`config.mk`:
```
export PLATFORM = sky130hd
export DESIGN_NAME = l2_next_line_prefetcher_flat
export DESIGN_NICKNAME = d
export VERILOG_FILES = /design/src/rtl/l2_pkg.sv /design/src/rtl/l2_next_line_prefetcher_if.sv /design/src/rtl/pf_sat_counter.sv /design/src/rtl/l2_next_line_prefetcher.sv /design/src/flat_wrapper.sv
export SDC_FILE = /design/constraint.sdc
export NUM_CORES = 1
export LEC_CHECK = 0
export ABC_CLOCK_PERIOD_IN_PS = 10600
export CAP_MARGIN = 20
export CORE_AREA = 2 2 250 252
export CTS_BUF_LIST = sky130_fd_sc_hd__clkbuf_16
export CTS_CLUSTER_DIAMETER = 50
export DETAILED_ROUTE_END_ITERATION = 16
export DIE_AREA = 0 0 252 254
export GPL_TIMING_DRIVEN = 0
export PLACE_DENSITY_LB_ADDON = 0.25
export SLEW_MARGIN = 15
export SYNTH_ARGS = -nofsm -noshare
export SYNTH_HDL_FRONTEND = slang
export SYNTH_SLANG_ARGS = --single-unit
```
`constraint.sdc`:
```
create_clock -name clk -period 10.6 [get_ports clk]
set_input_delay 2.12 -clock clk [delete_from_list [all_inputs] [get_ports clk]]
set_output_delay 2.12 -clock clk [all_outputs]
set_load 0.01 [all_outputs]
```
`src/rtl/l2_pkg.sv`:
```
// rtl/l2_pkg.sv - shared types, constants and helpers for the L2 next-line prefetcher
package l2_pkg;

  localparam int ADDR_W      = 32;
  localparam int LINE_BITS   = 256;
  localparam int OFFSET_BITS = 5;
  localparam int CNT_W       = 16;

  typedef enum logic [1:0] {
    IDLE  = 2'd0,
    FETCH = 2'd1,
    FULL  = 2'd2
  } pf_state_t;

  typedef logic [LINE_BITS-1:0] line_t;

  // Clear the byte-offset bits so an address points at the start of its line.
  function automatic logic [ADDR_W-1:0] line_align(input logic [ADDR_W-1:0] addr);
    return {addr[ADDR_W-1:OFFSET_BITS], {OFFSET_BITS{1'b0}}};
  endfunction

endpackage

```
`src/rtl/l2_next_line_prefetcher_if.sv`:
```
// rtl/l2_next_line_prefetcher_if.sv - L2 / physical-memory bus seen by the prefetcher
interface l2_next_line_prefetcher_if #(
  parameter int ADDR_WIDTH = 32,
  parameter int LINE_BITS  = 256,
  parameter int CNT_WIDTH  = 16
);

  logic                  enable;
  logic                  miss_valid;
  logic [ADDR_WIDTH-1:0] miss_addr;
  logic                  prefetch;
  logic                  prefetch_ready;
  logic                  prefetch_busy;
  logic [ADDR_WIDTH-1:0] pf_addr;
  logic [LINE_BITS-1:0]  pf_line;
  logic                  pf_pmem_read;
  logic [ADDR_WIDTH-1:0] pf_pmem_address;
  logic [LINE_BITS-1:0]  pmem_rdata;
  logic                  pmem_resp;
  logic [CNT_WIDTH-1:0]  pf_issued;
  logic [CNT_WIDTH-1:0]  pf_used;

  // Prefetcher side: it issues the pmem reads and serves lines to L2.
  modport master (
    input  enable, miss_valid, miss_addr, prefetch, pmem_rdata, pmem_resp,
    output prefetch_ready, prefetch_busy, pf_addr, pf_line,
           pf_pmem_read, pf_pmem_address, pf_issued, pf_used
  );

  // L2 controller and physical memory side.
  modport slave (
    output enable, miss_valid, miss_addr, prefetch, pmem_rdata, pmem_resp,
    input  prefetch_ready, prefetch_busy, pf_addr, pf_line,
           pf_pmem_read, pf_pmem_address, pf_issued, pf_used
  );

endinterface

```
`src/rtl/pf_sat_counter.sv`:
```
// rtl/pf_sat_counter.sv - saturating event counter for prefetch statistics
module pf_sat_counter #(
  parameter int CNT_WIDTH = 16
) (
  input  logic                 clk,
  input  logic                 reset,
  input  logic                 inc,
  output logic [CNT_WIDTH-1:0] count
);

  logic [CNT_WIDTH-1:0] count_q;

  // Count events, holding at all-ones instead of wrapping.
  always_ff @(posedge clk or posedge reset) begin
    if (reset) begin
      count_q <= '0;
    end else if (inc && !(&count_q)) begin
      count_q <= count_q + 1'b1;
    end
  end

  assign count = count_q;

endmodule

```
`src/rtl/l2_next_line_prefetcher.sv`:
```
// rtl/l2_next_line_prefetcher.sv - next-line prefetcher with a one-entry line buffer
module l2_next_line_prefetcher #(
  parameter int ADDR_WIDTH  = l2_pkg::ADDR_W,
  parameter int LINE_BITS   = l2_pkg::LINE_BITS,
  parameter int OFFSET_BITS = l2_pkg::OFFSET_BITS,
  parameter int CNT_WIDTH   = l2_pkg::CNT_W
) (
  input logic                   clk,
  input logic                   reset,
  l2_next_line_prefetcher_if.master bus
);

  import l2_pkg::pf_state_t;
  import l2_pkg::IDLE;
  import l2_pkg::FETCH;
  import l2_pkg::FULL;

  localparam int LINE_NUM_W = ADDR_WIDTH - OFFSET_BITS;

  pf_state_t              state_q, state_d;
  logic [ADDR_WIDTH-1:0]  pf_addr_q, pf_addr_d;
  logic [LINE_BITS-1:0]   pf_line_q, pf_line_d;
  logic                   issue_inc;
  logic                   use_inc;

  logic [LINE_NUM_W-1:0]  miss_line;
  logic [LINE_NUM_W-1:0]  next_line;
  logic                   has_cand;
  logic                   start_fetch;
  logic [ADDR_WIDTH-1:0]  next_addr;

  // The last line of memory has no successor: the increment would wrap to line 0.
  assign miss_line   = bus.miss_addr[ADDR_WIDTH-1:OFFSET_BITS];
  assign next_line   = miss_line + 1'b1;
  assign has_cand    = ~&miss_line;
  assign next_addr   = {next_line, {OFFSET_BITS{1'b0}}};
  assign start_fetch = bus.miss_valid && bus.enable && has_cand;

  // State, address and line buffer registers.
  always_ff @(posedge clk or posedge reset) begin
    if (reset) begin
      state_q   <= IDLE;
      pf_addr_q <= '0;
      pf_line_q <= '0;
    end else begin
      state_q   <= state_d;
      pf_addr_q <= pf_addr_d;
      pf_line_q <= pf_line_d;
    end
  end

  // Next-state logic; in FULL a consume beats a concurrent miss.
  always_comb begin
    state_d   = state_q;
    pf_addr_d = pf_addr_q;
    pf_line_d = pf_line_q;
    issue_inc = 1'b0;
    use_inc   = 1'b0;
    unique case (state_q)
      IDLE: begin
        if (start_fetch) begin
          pf_addr_d = next_addr;
          issue_inc = 1'b1;
          state_d   = FETCH;
        end
      end
      FETCH: begin
        if (bus.pmem_resp) begin
          pf_line_d = bus.pmem_rdata;
          state_d   = FULL;
        end
      end
      FULL: begin
        if (bus.prefetch) begin
          use_inc = 1'b1;
          state_d = IDLE;
        end else if (start_fetch) begin
          pf_addr_d = next_addr;
          issue_inc = 1'b1;
          state_d   = FETCH;
        end else if (bus.miss_valid) begin
          state_d = IDLE;
        end
      end
      default: state_d = IDLE;
    endcase
  end

  pf_sat_counter #(.CNT_WIDTH(CNT_WIDTH)) u_issued_cnt (
    .clk   (clk),
    .reset (reset),
    .inc   (issue_inc),
    .count (bus.pf_issued)
  );

  pf_sat_counter #(.CNT_WIDTH(CNT_WIDTH)) u_used_cnt (
    .clk   (clk),
    .reset (reset),
    .inc   (use_inc),
    .count (bus.pf_used)
  );

  assign bus.prefetch_busy   = (state_q == FETCH);
  assign bus.pf_pmem_read    = (state_q == FETCH);
  assign bus.prefetch_ready  = (state_q == FULL);
  assign bus.pf_addr         = pf_addr_q;
  assign bus.pf_pmem_address = pf_addr_q;
  assign bus.pf_line         = pf_line_q;

endmodule

```
`src/flat_wrapper.sv`:
```
// flat-port wrapper written by rule: the top's interface ports become plain ports
module l2_next_line_prefetcher_flat import l2_pkg::pf_state_t; import l2_pkg::IDLE; import l2_pkg::FETCH; import l2_pkg::FULL;
#(
  parameter int ADDR_WIDTH  = l2_pkg::ADDR_W,
  parameter int LINE_BITS   = l2_pkg::LINE_BITS,
  parameter int OFFSET_BITS = l2_pkg::OFFSET_BITS,
  parameter int CNT_WIDTH   = l2_pkg::CNT_W
)
  (clk, reset, bus_enable, bus_miss_valid, bus_miss_addr, bus_prefetch, bus_pmem_rdata, bus_pmem_resp, bus_prefetch_ready, bus_prefetch_busy, bus_pf_addr, bus_pf_line, bus_pf_pmem_read, bus_pf_pmem_address, bus_pf_issued, bus_pf_used);
  l2_next_line_prefetcher_if #(.ADDR_WIDTH(ADDR_WIDTH), .LINE_BITS(LINE_BITS), .CNT_WIDTH(CNT_WIDTH)) bus_i ();
  input logic clk;
  input logic reset;
  input wire logic [$bits(bus_i.enable)-1:0] bus_enable;
  input wire logic [$bits(bus_i.miss_valid)-1:0] bus_miss_valid;
  input wire logic [$bits(bus_i.miss_addr)-1:0] bus_miss_addr;
  input wire logic [$bits(bus_i.prefetch)-1:0] bus_prefetch;
  input wire logic [$bits(bus_i.pmem_rdata)-1:0] bus_pmem_rdata;
  input wire logic [$bits(bus_i.pmem_resp)-1:0] bus_pmem_resp;
  output wire logic [$bits(bus_i.prefetch_ready)-1:0] bus_prefetch_ready;
  output wire logic [$bits(bus_i.prefetch_busy)-1:0] bus_prefetch_busy;
  output wire logic [$bits(bus_i.pf_addr)-1:0] bus_pf_addr;
  output wire logic [$bits(bus_i.pf_line)-1:0] bus_pf_line;
  output wire logic [$bits(bus_i.pf_pmem_read)-1:0] bus_pf_pmem_read;
  output wire logic [$bits(bus_i.pf_pmem_address)-1:0] bus_pf_pmem_address;
  output wire logic [$bits(bus_i.pf_issued)-1:0] bus_pf_issued;
  output wire logic [$bits(bus_i.pf_used)-1:0] bus_pf_used;
  assign bus_i.enable = bus_enable;
  assign bus_i.miss_valid = bus_miss_valid;
  assign bus_i.miss_addr = bus_miss_addr;
  assign bus_i.prefetch = bus_prefetch;
  assign bus_i.pmem_rdata = bus_pmem_rdata;
  assign bus_i.pmem_resp = bus_pmem_resp;
  assign bus_prefetch_ready = bus_i.prefetch_ready;
  assign bus_prefetch_busy = bus_i.prefetch_busy;
  assign bus_pf_addr = bus_i.pf_addr;
  assign bus_pf_line = bus_i.pf_line;
  assign bus_pf_pmem_read = bus_i.pf_pmem_read;
  assign bus_pf_pmem_address = bus_i.pf_pmem_address;
  assign bus_pf_issued = bus_i.pf_issued;
  assign bus_pf_used = bus_i.pf_used;
  l2_next_line_prefetcher #(.ADDR_WIDTH(ADDR_WIDTH), .LINE_BITS(LINE_BITS), .OFFSET_BITS(OFFSET_BITS), .CNT_WIDTH(CNT_WIDTH)) u_core (.clk(clk), .reset(reset), .bus(bus_i));
endmodule
```
## Word level (Yosys, flattened, before mapping)

Index checks and enable logic that the tools add are counted.

- Flip-flop bits (word level): 322
- Input port bits: 294
- Output and inout bits: 355

- $add $sub $neg: 3
- Equality and inequality tests: 6
- Multiplexer cells: 14
- Reduce and logical (&&, ||, !) cells: 15

Operator list:

| cell | count |
|---|---|
| 32-bit two-way mux | 2 |
| 32-bit one-hot mux with 2 select lines | 1 |
| 16-bit by 1-bit adder with 16-bit output, second input constant | 2 |
| 16-bit AND reduction | 2 |
| 27-bit by 1-bit adder with 27-bit output, second input constant | 1 |
| 27-bit AND reduction | 1 |
| 2-bit two-way mux | 5 |
| 2-bit one-hot mux with 3 select lines | 1 |
| 1-bit logical AND | 4 |
| 1-bit two-way mux | 4 |
| 2-bit != test, second input constant | 2 |
| 4-bit by 3-bit != test with 1-bit output, second input constant | 1 |
| 2-bit AND reduction | 2 |
| 1-bit zero test | 3 |
| 3-bit AND reduction | 1 |
| 2-bit by 1-bit == test with 1-bit output, second input constant | 1 |
| 2-bit == test, second input constant | 1 |
| 2-bit zero test | 1 |
| 2-bit by 1-bit != test with 1-bit output, second input constant | 1 |
| 1-bit one-hot mux with 2 select lines | 1 |
| 2-bit nonzero test | 1 |

## Logic depth before layout (Yosys ltp)

- Word-level depth: 7
- Gate-level depth with buffers: 8
- Mapped depth without buffers: 6

## Hierarchy

A second synthesis with hierarchy kept.

- Cell total of the unflattened synthesis: 904
- Area total of the unflattened synthesis: 12931.2 µm²

By module, submodules not included:

| module | instances | cells an instance | area each (µm²) |
|---|---|---|---|
| l2_next_line_prefetcher | 1 | 758 | 11334.6 |
| pf_sat_counter | 2 | 73 | 798.3 |

## Worst setup path after synthesis

Ideal clock, no wire load.

- Kind: input-to-reg
- Start point: input port bus_miss_addr[5]
- End point: register u_core.u_issued_cnt.count_q[1] (netlist: u_core.u_issued_cnt.count[1])
- Data arrival time: 3.420 ns
- Data required time: 10.472 ns
- Slack: 7.053 ns
- Stages on the path: 6
- Path buffers: 0
- Path through: ha_1 nand4_1 nor4_4 a21oi_2 nand2_1 mux2_1

- Longest elaborated chain between the ends: 7

RTL lines:

| element | RTL line | RTL |
|---|---|---|
| from (decl) | flat_wrapper.sv:15 | `input wire logic [$bits(bus_i.miss_addr)-1:0] bus_miss_addr;` |
| 27-bit AND reduction (*) | l2_next_line_prefetcher.sv:35 | `assign has_cand = ~&miss_line;` |
| 1-bit zero test (*) | l2_next_line_prefetcher.sv:35 |  |
| 1-bit logical AND (*) | l2_next_line_prefetcher.sv:37 | `assign start_fetch = bus.miss_valid && bus.enable && has_cand;` |
| 1-bit two-way mux (*) | l2_next_line_prefetcher.sv:61, l2_next_line_prefetcher.sv:77 |  |
| 1-bit two-way mux | l2_next_line_prefetcher.sv:74 | `if (bus.prefetch) begin` |
| 1-bit one-hot mux with 2 select lines (*) | l2_next_line_prefetcher.sv:59 | `unique case (state_q)` |
| 1-bit logical AND (*) | pf_sat_counter.sv:17 | `end else if (inc && !(&count_q)) begin` |
| to (signal assigned) | pf_sat_counter.sv:18 | `count_q <= count_q + 1'b1;` |
| to (decl) | pf_sat_counter.sv:11 | `logic [CNT_WIDTH-1:0] count_q;` |

Mark *: on every way between the ends. The rest lies on a longest branch, timed or not.
A chain may end at the register's enable or synchronous reset.

## Worst setup path after layout

- Start point: input port bus_pmem_resp
- End point: register u_core.pf_line_q[147] (netlist: u_core.bus.pf_line[147])

- Longest elaborated chain between the ends: 1

RTL lines:

| element | RTL line | RTL |
|---|---|---|
| from (decl) | flat_wrapper.sv:18 | `input wire logic [$bits(bus_i.pmem_resp)-1:0] bus_pmem_resp;` |
| 2-bit AND reduction (no line) | - |  |
| to (signal assigned) | l2_next_line_prefetcher.sv:48 | `pf_line_q <= pf_line_d;` |
| to (decl) | l2_next_line_prefetcher.sv:22 | `logic [LINE_BITS-1:0] pf_line_q, pf_line_d;` |

Every way passes these cells.

==> results.md <==
- The run finished with clean final reports.
- Based on the critical path, the design can be clocked at up to roughly 250 MHz.
- CTS built an H-tree with a depth of 2.
- For this run, global-route usage on met2 was measured as 0.249.
- The Yosys step of the flow raised 0 warnings.
- The post-CTS resize count is 0.
- The total routing resource utilization after global routing is 0.136.
- The total area inside the core boundary comes to 61300 um2.
- The routed design has 45600 um of wire.
- For this run, global-route usage on met1 was measured as 0.148.
- The internal power component is ~3900 uW.
- The cell at the root of the clock tree is sky130_fd_sc_hd__clkbuf_16.
- The full die area is ~64000 um2.
- The total overflow left after global routing is 0.
- The final hold violation count is 0.
- The pre-antenna-repair detailed-routing pass consisted of 4 iterations.
- STA puts the critical path data required time at between 10 and 15 ns.
- The post-detailed-route DRC marker count is 0.
- The HPWL after detailed placement is ~36000 um.
- The worst min-delay path class is flip-flop to flip-flop.
- Of the total power, the share spent switching nets is 0.290.
- At the end of the flow, the number of nets in the layout was 1890.
- Setup repair after global routing left no endpoint under its margin.
- Headroom to the max-slew limit came out at 0.398.
- Summing over every cut layer, the via total after detailed routing is approximately 9700.
- The number of DRC violations after detailed-routing iteration 0 is 394.
- The max-slew violation count was 0.
- The tightest hold path in the finished design has a slack of between 0.4 and 0.5 ns.
- The CTS buffer count is 50.
- Each instance of the synthesized netlist takes up on average around 14 um2.
- In this run the worst path has a maximum fanout of 10.
- Counting I/O delays and the setup requirement, the final critical path takes approximately 4 ns.
- The total net switching power is between 1500 and 2000 uW.
- The number of instances in the synthesized netlist is 889.
- The count of port buffers added during placement is 633.
- Of the total power, the clock network draws 0.300.
- The number of different library cells in the post-synthesis netlist is between 40 and 50.
- The worst ir drop on vdd is roughly 0.13 mV.
- The arrival time of the worst setup path is roughly 4.4 ns.
- The buffer levels on the longest clock path is 3.
- met2 is the most crowded layer.
- In the synthesized netlist the dominant register cell turns out to be sky130_fd_sc_hd__dfrtp_1.
- The start-to-end type of the worst setup path is input port to flip-flop.
- The worst setup path is launched from an input port.
- Of the cells placed in the final design, the portion with a size suffix greater than 1 is 0.262.
- Row generation in the floorplan step produced a little over 90 rows.
- The fraction of registers with async set/reset is 1.00.
- The insertion delay of the later-clocked pin in the worst-skew pair is between 0.5 and 0.6 ns.
- The accumulated negative setup slack is 0 ns.
- The standard cell with the maximum stage delay on the critical path is sky130_fd_sc_hd__clkbuf_1.
- The number of flops mapped to enable cells by yosys is 0.
- The I/O pin count is 649.
- The initial antenna violation count is 3.
- The average wire per standard cell is between 15 and 20 um.
- The proportion of power drawn by flip-flops and latches is 0.348.
- The number of antenna-violating nets in the routed design is 0.
- The count of hold buffers inserted by post-cts repair is 0.
- The worst path buffer plus inverter count is 3.
- The global-route track usage on met3 is 0.0419.
- The die height is about 250 um.
- The fraction of the cycle the final worst path needs is 0.376.
- Setup violations remaining at the end of the flow were counted as 0.
- The placer's final routability congestion estimate is around 0.79.
- The number of global-route vias before repair is between 10000 and 15000.
- The analysis attributes to cell leakage a power of a little over 0.009 uW.
- The TritonCTS clock tree is yes.
- For the pin with the worst max-slew slack, the measured transition is approximately 0.90 ns.
- Using the TritonRoute via totals, the vias-per-cell ratio works out to around 4.
- The clock transition at the registers of the reported paths is around 0.050 ns.
- The largest single stage delay on the critical path is a little over 0.7 ns.
- For this design the ratio of total power to cell area is about 250 nW/um2.
- STA classifies the critical path endpoint as a flip-flop.
- The post-synthesis instance area is roughly 13000 um2.
- Among cell families on the critical path, the largest total delay comes from buffers and inverters.
- Post-CTS timing repair inserted 0 buffers for setup.
- The wire length of the first global-routing pass is 66200 um.
- The die is 252 um wide.
- The signal on the critical path passes through clkdlybuf4s50_1 -> nand2_1 -> clkbuf_1 -> buf_2 -> mux2_2.
- Of the total power, combinational logic draws 0.352.
- The worst clock skew is approximately 0.021 ns.
- Compared with the post-synthesis result, the final layout area differs by 71.8%.
- The number of max-capacitance violations reported is 0.
- The maximum number of pins on one net before global-route repair is 34.
- The initial utilization of the core area, before any placement, comes to 0.210.
- Counting the fill cells in the layout gives around 6000.
- The clock net in this run drives a total of approximately 320 sinks.
- The portion of the post-synthesis area used by sequential elements is 0.618.
- The number of storage elements in the synthesis netlist is about 320.
[cell usage after synthesis, drive strengths merged (2+ instances only)]
cell / instances / area share
nand4: 19 / 0.0093
ha: 3 / 0.0029
or3: 2 / 0.0018
buf: 71 / 0.036
a2111oi: 2 / 0.0028
nor4: 4 / 0.0036
a21oi: 2 / 0.0011
xor2: 24 / 0.016
nor3: 8 / 0.0035
dfrtp: 317 / 0.62
a31oi: 3 / 0.0019
inv: 5 / 0.0015
nand2: 54 / 0.016
o21ai: 27 / 0.011
nor2: 11 / 0.0032
clkbuf: 2 / 0.00058
mux2: 260 / 0.23
nand3: 19 / 0.0074
nand2b: 2 / 0.00097
and4: 4 / 0.0029
and3: 13 / 0.0067
xnor2: 28 / 0.020
[state kept, by name (all words and copies together) (netlist names)]
signal / count
u_core.bus.pf_line: 256
u_core.u_issued_cnt.count: 16
u_core.bus.pf_addr: 27
u_core.state_q: 2
u_core.u_used_cnt.count: 16
[through the flow]
step	instance area [um2]	instances	power (uW)	utilization	worst slack [ns]
2_1_floorplan	12900	898	2600	-	4.26
3_3_place_gp	20200	2321	3840	0.330	1.59
3_5_place_dp	20400	2331	3870	0.333	5.79
4_1_cts	22100	2421	5560	0.360	6.41
5_1_grt	22100	2422	5740	0.360	6.40
6_report	22100	2422	5460	0.360	6.61
[final cells by class]
type                       instances  area [um2]  area share
multi-input combinational        503        4450       0.202
buffer                            73         469      0.0213
tap                              790         988      0.0448
inverter                           5        22.5     0.00102
antenna                            1        2.50    0.000113
clock buffer                      51        1280      0.0578
clock inverter                    39         384      0.0174
sequential                       317        7930       0.360
timing repair buffer             643        6540       0.296
[cells by family (layout without fill, tap and decap cells)]
kind of cell / count (synthesis) / count (layout) / synth area share
flops: 317 / 317 / 0.618
mux: 260 / 260 / 0.228
simple gates: 141 / 141 / 0.0586
buf+inv: 78 / 811 / 0.0380
xor+xnor: 52 / 52 / 0.0361
compound gates: 37 / 37 / 0.0183
fa+ha+maj: 3 / 3 / 0.00292
other cells: 1 / 11 / 0.000292
[metal layers]
layer / wire length [um] / up-vias
met2: 24400 / 350
met4: 1300 / 2
met5: 11 / -
met1: 16700 / 4801
met3: 3210 / 83
li1: - / 4466
[worst paths after layout]
kind,startpoint,end,slack [ns],cells past startpoint
hold reg to reg,u_core.bus.pf_line[148],u_core.bus.pf_line[148],0.50,1
max in group asynchronous,reset,u_core.bus.pf_addr[30],7.06,7
setup reg to reg,u_core.state_q[0],u_core.bus.pf_line[147],8.03,6
setup / recovery,bus_pmem_resp,u_core.bus.pf_line[147],6.61,5
hold / removal,u_core.bus.pf_line[148],u_core.bus.pf_line[148],0.50,1
min in group asynchronous,reset,u_core.bus.pf_line[37],1.96,2
[placed cells by master, fill, tap and decap left out, types with 7 or more instances in the layout]
| cell | instances |
|---|---|
| sky130_fd_sc_hd__nor2_1 | 11 |
| sky130_fd_sc_hd__dfrtp_1 | 317 |
| sky130_fd_sc_hd__nand2_1 | 53 |
| sky130_fd_sc_hd__clkinv_2 | 8 |
| sky130_fd_sc_hd__buf_4 | 44 |
| sky130_fd_sc_hd__clkinvlp_4 | 7 |
| sky130_fd_sc_hd__xnor2_1 | 27 |
| sky130_fd_sc_hd__clkdlybuf4s50_1 | 633 |
| sky130_fd_sc_hd__and3_1 | 12 |
| sky130_fd_sc_hd__nor3_1 | 7 |
| sky130_fd_sc_hd__buf_2 | 24 |
| sky130_fd_sc_hd__xor2_1 | 24 |
| sky130_fd_sc_hd__buf_12 | 10 |
| sky130_fd_sc_hd__nand3_1 | 19 |
| sky130_fd_sc_hd__inv_1 | 10 |
| sky130_fd_sc_hd__o21ai_1 | 26 |
| sky130_fd_sc_hd__nand4_1 | 19 |
| sky130_fd_sc_hd__clkbuf_16 | 51 |
| sky130_fd_sc_hd__mux2_2 | 257 |
| sky130_fd_sc_hd__conb_1 | 10 |
[power groups by stage]
stage / combinational [uW] / sequential [uW] / clock, uW
2_1_floorplan: 517 / 2080 / 0
3_3_place_gp: 1940 / 1900 / 0
3_5_place_dp: 1960 / 1920 / 0
4_1_cts: 1970 / 1900 / 1690
5_1_grt: 2040 / 1960 / 1740
6_report: 1930 / 1900 / 1640
No activity file was read; power rests on OpenSTA's default activity.
